### src/rtl/cache_line_mem_ctrl.sv
// Memory-side burst engine: writes back dirty lines and fetches fill lines
// one word at a time over a single-outstanding req/ack bus.
module cache_line_mem_ctrl #(
    parameter int WORDS_PER_LINE = 4,
    parameter int ADDR_W         = 32,
    parameter int DATA_W         = 32
) (
    input  logic                             CLK,
    input  logic                             RST,
    input  logic                             wb_req,
    input  logic                             fill_req,
    input  logic [ADDR_W-1:0]                wb_addr,
    input  logic [ADDR_W-1:0]                fill_addr,
    input  logic [DATA_W*WORDS_PER_LINE-1:0] wb_line,
    output logic [DATA_W*WORDS_PER_LINE-1:0] fill_line,
    output logic                             busy,
    output logic                             done,
    output logic                             mem_req,
    output logic                             mem_we,
    output logic [ADDR_W-1:0]                mem_addr,
    output logic [DATA_W-1:0]                mem_wdata,
    input  logic                             mem_ack,
    input  logic [DATA_W-1:0]                mem_rdata
);

    localparam int IDX_W  = $clog2(WORDS_PER_LINE);
    localparam int OFF    = IDX_W + 2;
    localparam int LINE_W = DATA_W * WORDS_PER_LINE;
    localparam logic [ADDR_W-1:0] LINE_MASK = ADDR_W'((64'd1 << OFF) - 64'd1);
    localparam logic [IDX_W-1:0]  LAST_IDX  = IDX_W'(WORDS_PER_LINE - 1);

    typedef enum logic [1:0] {S_IDLE, S_WB, S_FILL, S_DONE} state_t;

    state_t             state, state_nxt;
    logic [IDX_W-1:0]   idx;
    logic [ADDR_W-1:0]  wb_addr_q, fill_addr_q;
    logic [LINE_W-1:0]  wb_buf;
    logic               fill_pend;
    logic               last_word;
    logic [ADDR_W-1:0]  word_off;

    assign last_word = (idx == LAST_IDX);
    assign word_off  = ADDR_W'({idx, 2'b00});

    // NOTE: sequential state uses non-blocking (<=) so every flop samples pre-edge values.
    always_ff @(posedge CLK) begin
        if (RST) state <= S_IDLE;
        else     state <= state_nxt;
    end

    // NOTE: default assignment first keeps this block purely combinational (no latch).
    always_comb begin
        state_nxt = state;
        unique case (state)
            S_IDLE: begin
                if (wb_req)        state_nxt = S_WB;
                else if (fill_req) state_nxt = S_FILL;
            end
            S_WB: begin
                if (mem_ack && last_word) state_nxt = fill_pend ? S_FILL : S_DONE;
            end
            S_FILL: begin
                if (mem_ack && last_word) state_nxt = S_DONE;
            end
            S_DONE:  state_nxt = S_IDLE;
            default: state_nxt = S_IDLE;
        endcase
    end

    // Word index and assembled fill line; both are architecturally visible, so reset them.
    always_ff @(posedge CLK) begin
        if (RST) begin
            idx       <= '0;
            fill_line <= '0;
        end else begin
            unique case (state)
                S_WB: begin
                    if (mem_ack) idx <= last_word ? '0 : idx + 1'b1;
                end
                S_FILL: begin
                    if (mem_ack) begin
                        fill_line[idx*DATA_W +: DATA_W] <= mem_rdata;
                        idx <= last_word ? '0 : idx + 1'b1;
                    end
                end
                default: ;
            endcase
        end
    end

    // NOTE: request captures are only read outside IDLE, so they carry no reset.
    always_ff @(posedge CLK) begin
        if (state == S_IDLE) begin
            if (wb_req) begin
                wb_addr_q   <= wb_addr;
                wb_buf      <= wb_line;
                fill_addr_q <= fill_addr;
                fill_pend   <= fill_req;
            end else if (fill_req) begin
                fill_addr_q <= fill_addr;
                fill_pend   <= 1'b0;
            end
        end
    end

    // Bus outputs decode from state and registered captures only, never from mem_ack.
    always_comb begin
        busy      = 1'b0;
        done      = 1'b0;
        mem_req   = 1'b0;
        mem_we    = 1'b0;
        mem_addr  = '0;
        mem_wdata = '0;
        unique case (state)
            S_WB: begin
                busy      = 1'b1;
                mem_req   = 1'b1;
                mem_we    = 1'b1;
                mem_addr  = (wb_addr_q & ~LINE_MASK) | word_off;
                mem_wdata = wb_buf[idx*DATA_W +: DATA_W];
            end
            S_FILL: begin
                busy     = 1'b1;
                mem_req  = 1'b1;
                mem_addr = (fill_addr_q & ~LINE_MASK) | word_off;
            end
            S_DONE: begin
                busy = 1'b1;
                done = 1'b1;
            end
            default: ;
        endcase
    end

endmodule

### config.mk
export PLATFORM = sky130hd
export DESIGN_NAME = cache_line_mem_ctrl
export DESIGN_NICKNAME = d
export VERILOG_FILES = /design/src/rtl/cache_line_mem_ctrl.sv
export SDC_FILE = /design/constraint.sdc
export NUM_CORES = 1
export LEC_CHECK = 0
export ABC_AREA = 1
export BUFFER_PORTS_ARGS = -buffer_cell sky130_fd_sc_hd__buf_4
export CORE_ASPECT_RATIO = 0.75
export CORE_MARGIN = 5
export CORE_UTILIZATION = 45
export DETAILED_ROUTE_END_ITERATION = 10
export PLACE_DENSITY = 0.87
export SLEW_MARGIN = 20
export SYNTH_ARGS = -nofsm -noshare
export SYNTH_HDL_FRONTEND = slang
export SYNTH_SLANG_ARGS = --single-unit
### constraint.sdc
create_clock -name CLK -period 3.95 [get_ports CLK]
set_input_delay 0.5925 -clock CLK [delete_from_list [all_inputs] [get_ports CLK]]
set_output_delay 0.5925 -clock CLK [all_outputs]
set_load 0.005 [all_outputs]
After elaboration in Yosys (flattened, before gate mapping)
Cells that the tools add are included.
- add/subtract/negate cells: 2
- equal/unequal tests: 7
- shift-type cells: 3
- mux-type cells: 18
- bitwise gates (word level): 2
- reductions and logical operators: 10
- operator list (operator ; count):
    bitwise mux 128 bit ; 1
    variable shift 32 x 34 -> 128 bit (first input constant) ; 1
    variable part select 128 x 8 -> 32 bit ; 1
    variable part select 32 x 34 -> 128 bit ; 1
    2-to-1 mux 32 bit ; 3
    OR 32 x 4 -> 32 bit ; 2
    one-hot mux 32 bit (2 select lines) ; 1
    negation 7 -> 34 bit ; 1
    2-to-1 mux 2 bit ; 5
    one-hot mux 2 bit (4 select lines) ; 1
    AND reduction 2 bit ; 4
    2-to-1 mux 1 bit ; 7
    equality test 2 bit (second input constant) ; 3
    != test 2 bit (second input constant) ; 2
    != test 3 bit (second input constant) ; 1
    AND reduction 3 bit ; 1
    OR reduction 3 bit ; 1
    adder 2 x 1 -> 2 bit (second input constant) ; 1
    equality test 2 x 1 -> 1 bit (second input constant) ; 1
    logical NOT 2 bit ; 1
    nonzero test 2 bit ; 1
    OR reduction 2 bit ; 1
    logical AND 1 bit ; 1
- bits in registers: 325
- input port bits: 229
- output and inout port bits: 196

Logic depth before layout (Yosys ltp)
Gate-level depths: netlist (run 1).
- depth after elaboration: 4
- mapped depth: 10
- gate-level depth less buffers: 7

Worst setup path before layout (run 1)
No wires, ideal clock.
- path type: reg2reg
- from: reg state[0]
- to: reg wb_addr_q[10], enable pin
- setup time: 0.509 ns
- data arrival time: 3.696 ns
- path slack: -0.255 ns
- cell stages (with the launch flop): 5
- buffers on the path: 0
- cells stage by stage: dfxtp_1 inv_1 ha_1 nand2_1 inv_1
- cells in the longest elaborated chain, start to end: 2
- RTL lines (item ; line ; source):
    from (decl) ; 34 ; state_t state, state_nxt;
    from (signal assigned) ; 48 ; else state <= state_nxt;
    logical NOT 2 bit ; 93 ; if (state == S_IDLE) begin
    AND reduction 2 bit (no line) ; - ;
    to (signal assigned) ; 95 ; wb_addr_q <= wb_addr;
    to (decl) ; 36 ; logic [ADDR_W-1:0] wb_addr_q, fill_addr_q;
Every way passes these cells.
A chain may end at the register's enable or synchronous reset.

Worst setup path after layout (run 1)
- from: reg state[0]
- to: out mem_addr[3]
- cells in the longest elaborated chain, start to end: 2
- elaborated cells on any way between the ends: 3
- RTL lines (item ; line ; source):
    equality test 2 bit or equality test 2 x 1 -> 1 bit (tied branches) ; 114 ; unique case (state)
    one-hot mux 32 bit (2 select lines) * ; 114 ;
    to (decl) ; 20 ; output logic [ADDR_W-1:0] mem_addr,
Every way passes the cells marked *; elsewhere a longest branch is shown, timed or not.

==> results.md, run 1 <==
- Die X: just over 200 um
- Root buffer cell: clkbuf_16
- Die footprint: 0.0311 mm2
- Relative slew slack: 28.8%
- Vias in the first global route: 10602
- Setup crit end kind: output pin
- Max VDD drop: about 0.59 mV
- Top delay family on crit path: buffers and inverters
- Yosys top cell area share: 44.6%
- Mux contribution to synthesized area: 0%
- Die height: 154 um
- Cell area after synthesis: 0.0124 mm2
- Met1 Use GR: 30.5%
- Cells after synthesis: approximately 1200
- Max Transition Viols Final: 0
- ANT nets after route: 0
- Crit Path Category: flip-flop to output pin
- Starting density of the core: 45.9%
- Setup violations, final: 0
- Post-synthesis cell type count: 24
- CP max stage delay: ~0.59 ns
- Initial antenna violation count: 1
- Main combinational cell family by area after synthesis: simple AND/OR/NAND/NOR gates
- RSZ-0062 raised after global routing: false
- Post-CTS Resized: 0
- Core area: 0.0271 mm2
- Avg Cell Area, Syn: 10.0 um2
- CP max stage cell: inv_1
- Global route overflow: 0
- Crit path DAT: 2.58 ns
- Worst Path Max Fanout: 21
- Met2 GRT Util: 41.4%
- First-pass GRT wire length: between 60000 and 70000 um
- Sink Count: around 320
- CTS hold repair buffers: 0
- DRC Markers: 0
- Final Skew: 0.0136 ns
- Final Cycle Share: between 80% and 90%
- PortBufs: ~410
- Post-layout nets: 1857
- Top Usage Layer GRT: met2
- WL per Instance: ~20 um
- Num CTS Buffers: 30
- Synth top area cells: edfxtp_1 45%, dfxtp_1 21%, nand2_1 7.9%, a21oi_1 7.7%, nor2_1 5.1%
- Layout cells sized above 1: 30.3%
- Ys Warns: 0
- Site Rows: 52
- Clk slew on worst S/H paths: 0.07 ns
- Final Hold Fails: 0
- Worst hold-check path type: input pin to flip-flop
- Xor and xnor area share after synthesis: 0%
- Outcome: finished clean
- Synth area leader: edfxtp_1
- GPL Wtd Cong: 0.887
- Least-Margin Pin Slew: 1.06 ns
- Worst Path Buf+Inv: 4
- Routed WL: 40300 um
- Max-cap check violation count: 0
- Clk Latency, worst-skew pair: 0.57 ns
- Critical Path, Cell by Cell: inv_1 > ha_1 > inv_1 > buf_4 > nor3_1 > buf_4
- DR vias/cell: around 5.5
- Tot GR Track Use: around a quarter
- Final setup TNS: 0 ns
- Final std cells w/o fill: 1991
- Filler instances: 2079
- CTS tree: built
- P&R area growth vs syn: 34.5%
- Largest net degree at the start of global routing: 97
- Static leakage: 6.59 nW
- Setup bufs post-CTS: 0
- H-tree Lvls: 1
- Longest Clk Path Bufs: 3
- FMAX: 315 MHz
- Seq/Total Area, Yosys: 65.9%
- Crit path launch type: flip-flop
- Final Util: 61.7%
- Min cycle time layout: 3.18 ns
- Pwr dens: 625 mW/mm2
- Number of diodes: 0
- # IOs: ~430
- Hpwl dp: 27200 um
- Post-synthesis adder-cell area fraction: 1.21%
- Post-Synth Simple-Gate Area: 16.8%
- DRT iter0 DRCs: about 960
- Grt met3 use: 7.75%
- Drt pass-1 iters: 5
- Via count: between 10000 and 15000
- Required @ worst endpoint: 3.36 ns
- Dpl cells: 1935
- Post-synthesis compound-gate area fraction: 11.7%
- Post-synthesis register bit count: 317
-- stage by stage --
step	instance area, um2	worst slack (ns)	hold WS (ns)	power, W
3_5_place_dp	15800	1.23	0.456	0.00759
4_1_cts	16700	0.715	0.175	0.0105
5_1_grt	16700	0.604	0.179	0.0110
2_1_floorplan	12500	0.471	0.461	0.00618
6_report	16700	0.773	0.199	0.0105
3_3_place_gp	15800	1.31	0.452	0.00748
-- worst register-to-register path, delay by kind of cell, from the launching register on --
| kind | cells | cell delay (ns) |
|---|---|---|
| simple gates | 3 | 0.91 |
| buf+inv | 2 | 0.86 |
| flops | 1 | 0.35 |
| fa+ha+maj | 1 | 0.34 |
| compound gates | 1 | 0.19 |
-- state kept, by name, indices dropped and copies added (netlist names) --
name         cells
fill_line      128
wb_buf         128
fill_addr_q     28
wb_addr_q       28
idx              2
state            2
fill_pend        1
-- layout make-up --
cell class                 instances  area, um2  share of cell area (%)
clock buffer                      44        880                    5.25
clock inverter                    12        115                   0.687
inverter                          20       81.3                   0.486
multi-input combinational        811       3730                    22.3
sequential                       317       8200                    49.0
tap                              351        439                    2.62
timing repair buffer             436       3300                    19.7
-- cell usage after synthesis --
cell,instances
o21ai_0,92
nand4_1,64
dfxtp_1,132
conb_1,1
nand2_1,263
buf_1,5
nand3_1,1
ha_1,12
inv_1,16
clkbuf_1,45
nand3_2,2
edfxtp_1,185
buf_2,32
nand2_2,1
nor3_1,2
nor2_4,3
buf_6,6
o21ai_1,8
nor2_1,169
inv_2,3
buf_4,5
a21oi_1,192
clkinv_1,1
clkbuf_2,2
-- power breakdown --
part / leakage, nW / internal (W) / switching (W)
combinational: 3.28 / 0.00104 / 0.00226
clock: 0.487 / 0.00167 / 0.00123
sequential: 2.82 / 0.00413 / 0.000145
-- placed cells by master, fill, tap and decap left out, types with 13 or more instances in the layout --
cell / n
a21oi_1: 191
inv_1: 13
buf_4: 434
dfxtp_1: 131
o21ai_0: 92
edfxtp_1: 185
nor2_1: 167
nand4_1: 64
clkbuf_16: 32
nand2_1: 263
-- metal layers --
layer  up-vias  routed length (um)
met5         -                   0
met3        84                4710
met1      5180               14900
li1       5025                   -
met2       660               19400
met4         0                1190
-- worst paths after layout --
kind / from / slack [ns] / endpoint / depth (start not counted)
worst max register to register: idx[0] / 1.22 / fill_line[118] / 7
worst min register to register: fill_line[115] / 0.47 / fill_line[115] / 2
worst min-delay path: wb_line[62] / 0.20 / wb_buf[62] / 1
worst max-delay path: state[0] / 0.77 / mem_addr[3] / 6
-- cell families (layout without fill, tap and decap cells) --
logic type | after synthesis | in the layout
buffers and inverters | 115 | 512
other | 1 | 2
and+or+nand+nor | 505 | 505
AOI/OAI and AO/OA | 292 | 292
DFF | 317 | 317
adders and majority gates | 12 | 12
(Power assumes the default switching activity.)
==> run 2, diff against run 1 <==
Settings changed: ABC_AREA 1 to 0, CORE_UTILIZATION 45 to 50, PLACE_DENSITY 0.87 to 0.91.
Clock period 3.95 ns to 3 ns, I/O delays scaled along.
==> results.md, run 2 <==
- Die height: 145 um
- Die X: around 190 um
- Num CTS Buffers: 30
- Starting density of the core: 50.7%
- Hpwl dp: about 27000 um
- Post-Synth Simple-Gate Area: 13.4%
- Via count: 9411
- Clk Latency, worst-skew pair: 0.56 ns
- Worst Min Path Start: wb_line[85]
- DRC Markers: 0
- Xor and xnor area share after synthesis: 0%
- Setup ws final: 0.299 ns
- Reg area: 0.00820 mm2
- First-pass GRT wire length: 56300 um
- Worst Path Max Fanout: 32
- Largest net degree at the start of global routing: 82
- Crit Path Category: flip-flop to output pin
- Die footprint: 0.0275 mm2
- Final Hold Fails: 0
- Post-synthesis compound-gate area fraction: 8.04%
- Relative slew slack: 57.9%
- Initial antenna violation count: 1
- Setup violations, final: 0
- Crit path DAT: 2.25 ns
- Final Cycle Share: approximately 90%
- Cell area after synthesis: 0.0121 mm2
- RR Startpoint: idx[0]
- Worst r2r dst: fill_line[102]
- Vias in the first global route: 9415
- Main combinational cell family by area after synthesis: simple AND/OR/NAND/NOR gates
- Endpoint, Worst Hold: wb_buf[85]
- Power, Total: roughly 0.012 W
- Ys Warns: 0
- Predominant post-synthesis flop cell: edfxtp_1
- Post-place setup slack: 0.813 ns
- Critical Path, Cell by Cell: buf_12 > mux4_2 > and2_1 > buf_4
- RSZ-0062 raised after global routing: false
- Cells after synthesis: 923
- H-tree Lvls: 1
- Setup bufs post-CTS: 0
- Longest Clk Path Bufs: 3
- Synth top area cells: edfxtp_1 46%, dfxtp_1 22%, mux4_2 5.9%, nand3_1 4.1%, a21oi_1 4.0%
- Filler instances: 1625
- Reg2reg path depth: 6
- Sink Count: between 300 and 400
- Async set-reset flop share out of synthesis: 0%
- DRT iter0 DRCs: 819
- DR vias/cell: 5.69
- Post-synthesis cell type count: 31
- Global route overflow: 0
- Post-CTS Resized: 0
- Commonest cells after routing, fill and taps aside: 441 x buf_4, 185 x edfxtp_1, 128 x dfxtp_1
- Layout cells sized above 1: 40.0%
- Placed inst area: around 0.016 mm2
- Final Skew: 0.0212 ns
- Least-Margin Pin Slew: 0.630 ns
- Post-synthesis register bit count: 317
- Crit path launch type: flip-flop
- Required @ worst endpoint: 2.55 ns
- CTS hold repair buffers: 0
- Setup crit end kind: output pin
- Synth cell count leaders: 185 x edfxtp_1, 132 x dfxtp_1, 100 x nand3_1, 98 x nand2_1, 97 x a21oi_1
- Avg Cell Area, Syn: 13.1 um2
- CP max stage delay: 0.59 ns
- Hold Path Cell Cnt: 1
- FF-to-FF setup slack: ~0.73 ns
- Site Rows: 49
- Post-synthesis adder-cell area fraction: 1.24%
- Static leakage: roughly 6.7 nW
- CP max stage cell: mux4_2
- Most numerous cell in the Yosys netlist: edfxtp_1
- Worst hold-check path type: input pin to flip-flop
- Pwr dens: 743 mW/mm2
- WL per Instance: 23.4 um
- Tot GR Track Use: approximately a quarter
- Most common cell after layout, fill and taps aside: buf_4
- Post-route cell area: 0.0165 mm2
- Largest regs: fill_line x128, wb_buf x128
- CTS tree: built
- Post-synth EDFFs: around 190
- Drt pass-1 iters: 5
- Final setup TNS: 0 ns
- Seq/Total Area, Yosys: 67.6%
- # IOs: 425
- P&R area growth vs syn: 36.5%
- GPL Wtd Cong: 0.864
- Max VDD drop: 0.639 mV
- PortBufs: 414
- Routed WL: 38600 um
- Core area: roughly 0.024 mm2
- Yosys top cell area share: 45.8%
- Root buffer cell: clkbuf_16
- Area of the multi-input gates: 0.00355 mm2
- ANT nets after route: 0
- Clk slew on worst S/H paths: 0.07 ns
- Max-cap check violation count: 0
- Synth area leader: edfxtp_1
- Post-layout nets: around 1600
- Final Util: 69.2%
- Outcome: finished clean
- Max Transition Viols Final: 0
- Mux contribution to synthesized area: 6.20%
- Min cycle time layout: ~2.7 ns
- FMAX: between 300 and 400 MHz
## run 2: cell count changes in the layout (fill, tap and decap cells not counted), sizes merged, moves of 28 or more
cell   before  now
nand3       3  100
o21ai     100    1
nor3b       0   32
nor2      172   11
mux4        0   32
and2        0   33
nand4      64    0
a21oi     192   97
a22oi       0   28
nand2     264   98
a21o        0   33
nor2b       0   28
## run 2: kinds of logic (layout without fill, tap and decap cells)
group	after synthesis	in the layout
and+or+nand+nor	312	312
adders and majority gates	12	12
other	1	3
muxes	35	35
buffers and inverters	84	507
DFF	317	317
AOI/OAI and AO/OA	162	162
## run 2: worst max-delay path by stage
stage                     depth (start not counted)     start  slack (ns)             end
after floorplan                                   4  state[0]       -0.30   wb_addr_q[10]
after global placement                            4    idx[0]        0.87   mem_wdata[13]
after detailed placement                          6    idx[0]        0.81  fill_line[102]
after CTS                                         4    idx[0]        0.25   mem_wdata[12]
after global routing                              4    idx[0]        0.19   mem_wdata[12]
final                                             4    idx[0]        0.30   mem_wdata[11]
## run 2: stage by stage
stage / hold slack (ns) / cells
floorplan: 0.448 / 924
global placement: 0.440 / 1597
detailed placement: 0.444 / 1597
CTS: 0.0423 / 1653
global route: 0.0404 / 1654
finish: 0.0660 / 1654
## run 2: cell type report
cell class / count / share of cell area [%]
flip-flops and latches: 317 / 49.6
multi-input cells: 523 / 21.5
repair buffers: 445 / 20.5
clock buffers: 41 / 5.28
well taps: 306 / 2.32
clock inverters: 15 / 0.673
inverters: 6 / 0.151
diodes: 1 / 0.0151
## run 2: critical path, delay by kind of cell (launching register included)
| kind | cells | cell delay, ns |
|---|---|---|
| buffers and inverters | 2 | 0.42 |
| AND/OR/NAND/NOR | 1 | 0.19 |
| flip-flops | 1 | 0.47 |
| multiplexers | 1 | 0.59 |
## run 2: layer usage
layer	up-vias	part of all wire, %	global-route usage, %
li1	4157	-	-
met1	4639	38	34.6
met5	-	0	0
met4	0	4.8	10.5
met3	112	8.9	6.55
met2	503	49	43.9
## run 2: power by group
group	total [W]	switching, W	leakage [nW]	internal (W)
Sequential	0.00557	0.000203	2.83	0.00537
Clock	0.00376	0.00163	0.505	0.00213
Combinational	0.00295	0.00157	3.40	0.00138
Total	0.0123	0.00341	6.74	0.00888
==> run 3, diff against run 2 <==
Settings changed: CORE_UTILIZATION 50 to 52, CTS_BUF_LIST set to sky130_fd_sc_hd__clkbuf_4 sky130_fd_sc_hd__clkbuf_8, PLACE_DENSITY 0.91 to 0.94.
==> results.md, run 3 (synthesized netlist as in run 2, its figures left out) <==
- Min cycle time layout: 2.82 ns
- Setup bufs post-CTS: 0
- FMAX: about 350 MHz
- First-pass GRT wire length: 56600 um
- Number of diodes: 0
- Max-cap check violation count: 0
- PortBufs: between 400 and 500
- Max Transition Viols Final: 0
- Max VDD drop: 0.537 mV
- Sequential group share of total power: 45.8%
- Final std cells w/o fill: between 1500 and 2000
- DRT iter0 DRCs: 719
- Worst Path Max Fanout: 21
- Static leakage: 6.73 nW
- Post-layout nets: 1576
- Hold WS: 0.0693 ns
- Least-Margin Pin Slew: 0.644 ns
- WL per Instance: 22.9 um
- Starting density of the core: 52.7%
- DR vias/cell: 5.63
- # IOs: approximately 430
- Clock power frac: 30.4%
- Crit Path Category: flip-flop to output pin
- Required @ worst endpoint: 2.55 ns
- Worst hold-check path type: input pin to flip-flop
- Largest regs: fill_line x128, wb_buf x128
- CTS tree: built
- Commonest cells after routing, fill and taps aside: 433 x buf_4, 185 x edfxtp_1, 128 x dfxtp_1
- Tot GR Track Use: between 20 and 30%
- Setup violations, final: 0
- Worst Min Path Start: wb_line[37]
- Setup crit end kind: output pin
- Hold Path Cell Cnt: 1
- RSZ-0062 raised after global routing: false
- Drt pass-1 iters: 5
- Pint: 0.00881 W
- Core area: 0.0230 mm2
- DRC Markers: 0
- Pwr dens: between 700 and 800 mW/mm2
- Layout cells sized above 1: 41.4%
- Initial antenna violation count: 0
- ANT nets after route: 0
- Filler instances: between 1000 and 1500
- Relative slew slack: 56.9%
- Die height: 142 um
- Crit path DAT: approximately 2.4 ns
- Combinational Power Share: 23.8%
- Clk slew on worst S/H paths: 0.06 ns
- Outcome: finished clean
- Vias in the first global route: 9692
- Clk Latency, worst-skew pair: 0.55 ns
- Power, Total: around 0.012 W
- Via count: approximately 9400
- Num CTS Buffers: approximately 50
- Global route overflow: 0
- Dpl cells: around 1600
- Final Util: 71.7%
- Largest net degree at the start of global routing: 135
- Die X: about 190 um
- RR Startpoint: state[0]
- Longest Clk Path Bufs: 3
- Final Hold Fails: 0
- Site Rows: 48
- Switching Fraction: 27.6%
- Most common cell after layout, fill and taps aside: buf_4
- H-tree Lvls: 2
- Crit path launch type: flip-flop
- Routed WL: 38100 um
- Final Skew: 0.00840 ns
- Setup crit start: idx[0]
- Sw power: 0.00335 W
- Hpwl dp: 26400 um
- P&R area growth vs syn: 36.1%
- Root buffer cell: clkbuf_8
- Die footprint: between 0.02 and 0.03 mm2
- FF-to-FF setup slack: 0.87 ns
- GPL Wtd Cong: 0.900
- Sink Count: between 300 and 400
- Reg2reg path depth: 6
- Final Cycle Share: a little over nine tenths
## run 3: cell type report
| type | count | area, um2 | area share [%] |
|---|---|---|---|
| clock buffers | 74 | 906 | 5.49 |
| clock inverters | 8 | 97.6 | 0.592 |
| inverters | 6 | 25.0 | 0.152 |
| multi-input cells | 523 | 3550 | 21.5 |
| flip-flops and latches | 317 | 8200 | 49.7 |
| well taps | 300 | 375 | 2.28 |
| repair buffers | 438 | 3340 | 20.2 |
## run 3: critical path, cell delays in order, from the launching register on
cell	delay, ns
dfxtp_2	0.34
buf_6	0.26
buf_8	0.29
mux4_2	0.54
and2_1	0.21
buf_4	0.15
## run 3: per-stage QoR
step	setup TNS [ns]	setup slack, ns	instance area (um2)
after CTS	0	0.0480	16500
final	0	0.181	16500
after global routing	0	0.0487	16500
after global placement	0	0.533	15500
after detailed placement	0	0.502	15500
after floorplan	-47.48	-0.304	12100
## run 3: path summary, 6_finish.rpt
kind                    endpoint
setup / recovery    mem_wdata[2]
setup reg to reg   fill_line[12]
hold reg to reg   fill_line[127]
hold / removal        wb_buf[37]
## run 3: per-layer routing
layer	up-vias	global-route usage [%]	wire length [um]	part of all wire [%]
met4	0	11.3	1610	4.2
met1	4617	34.4	14200	37
met5	-	0	0	0
li1	4177	-	-	-
met3	115	8.02	3270	8.6
met2	464	47.1	19000	50
## run 3: repair_timing
item,4_1_cts,5_1_grt
hold buffers,0,0
resized for setup,2,1
hold endpoints to repair,0,0
endpoints found under the setup margin,20,11
## run 3: power by group through the flow
stage | clock network, W | logic [W] | registers (W)
2_1_floorplan | 0 | 0.00161 | 0.00563
3_3_place_gp | 0 | 0.00276 | 0.00560
3_5_place_dp | 0 | 0.00288 | 0.00565
4_1_cts | 0.00376 | 0.00290 | 0.00557
5_1_grt | 0.00400 | 0.00310 | 0.00561
6_report | 0.00370 | 0.00289 | 0.00557
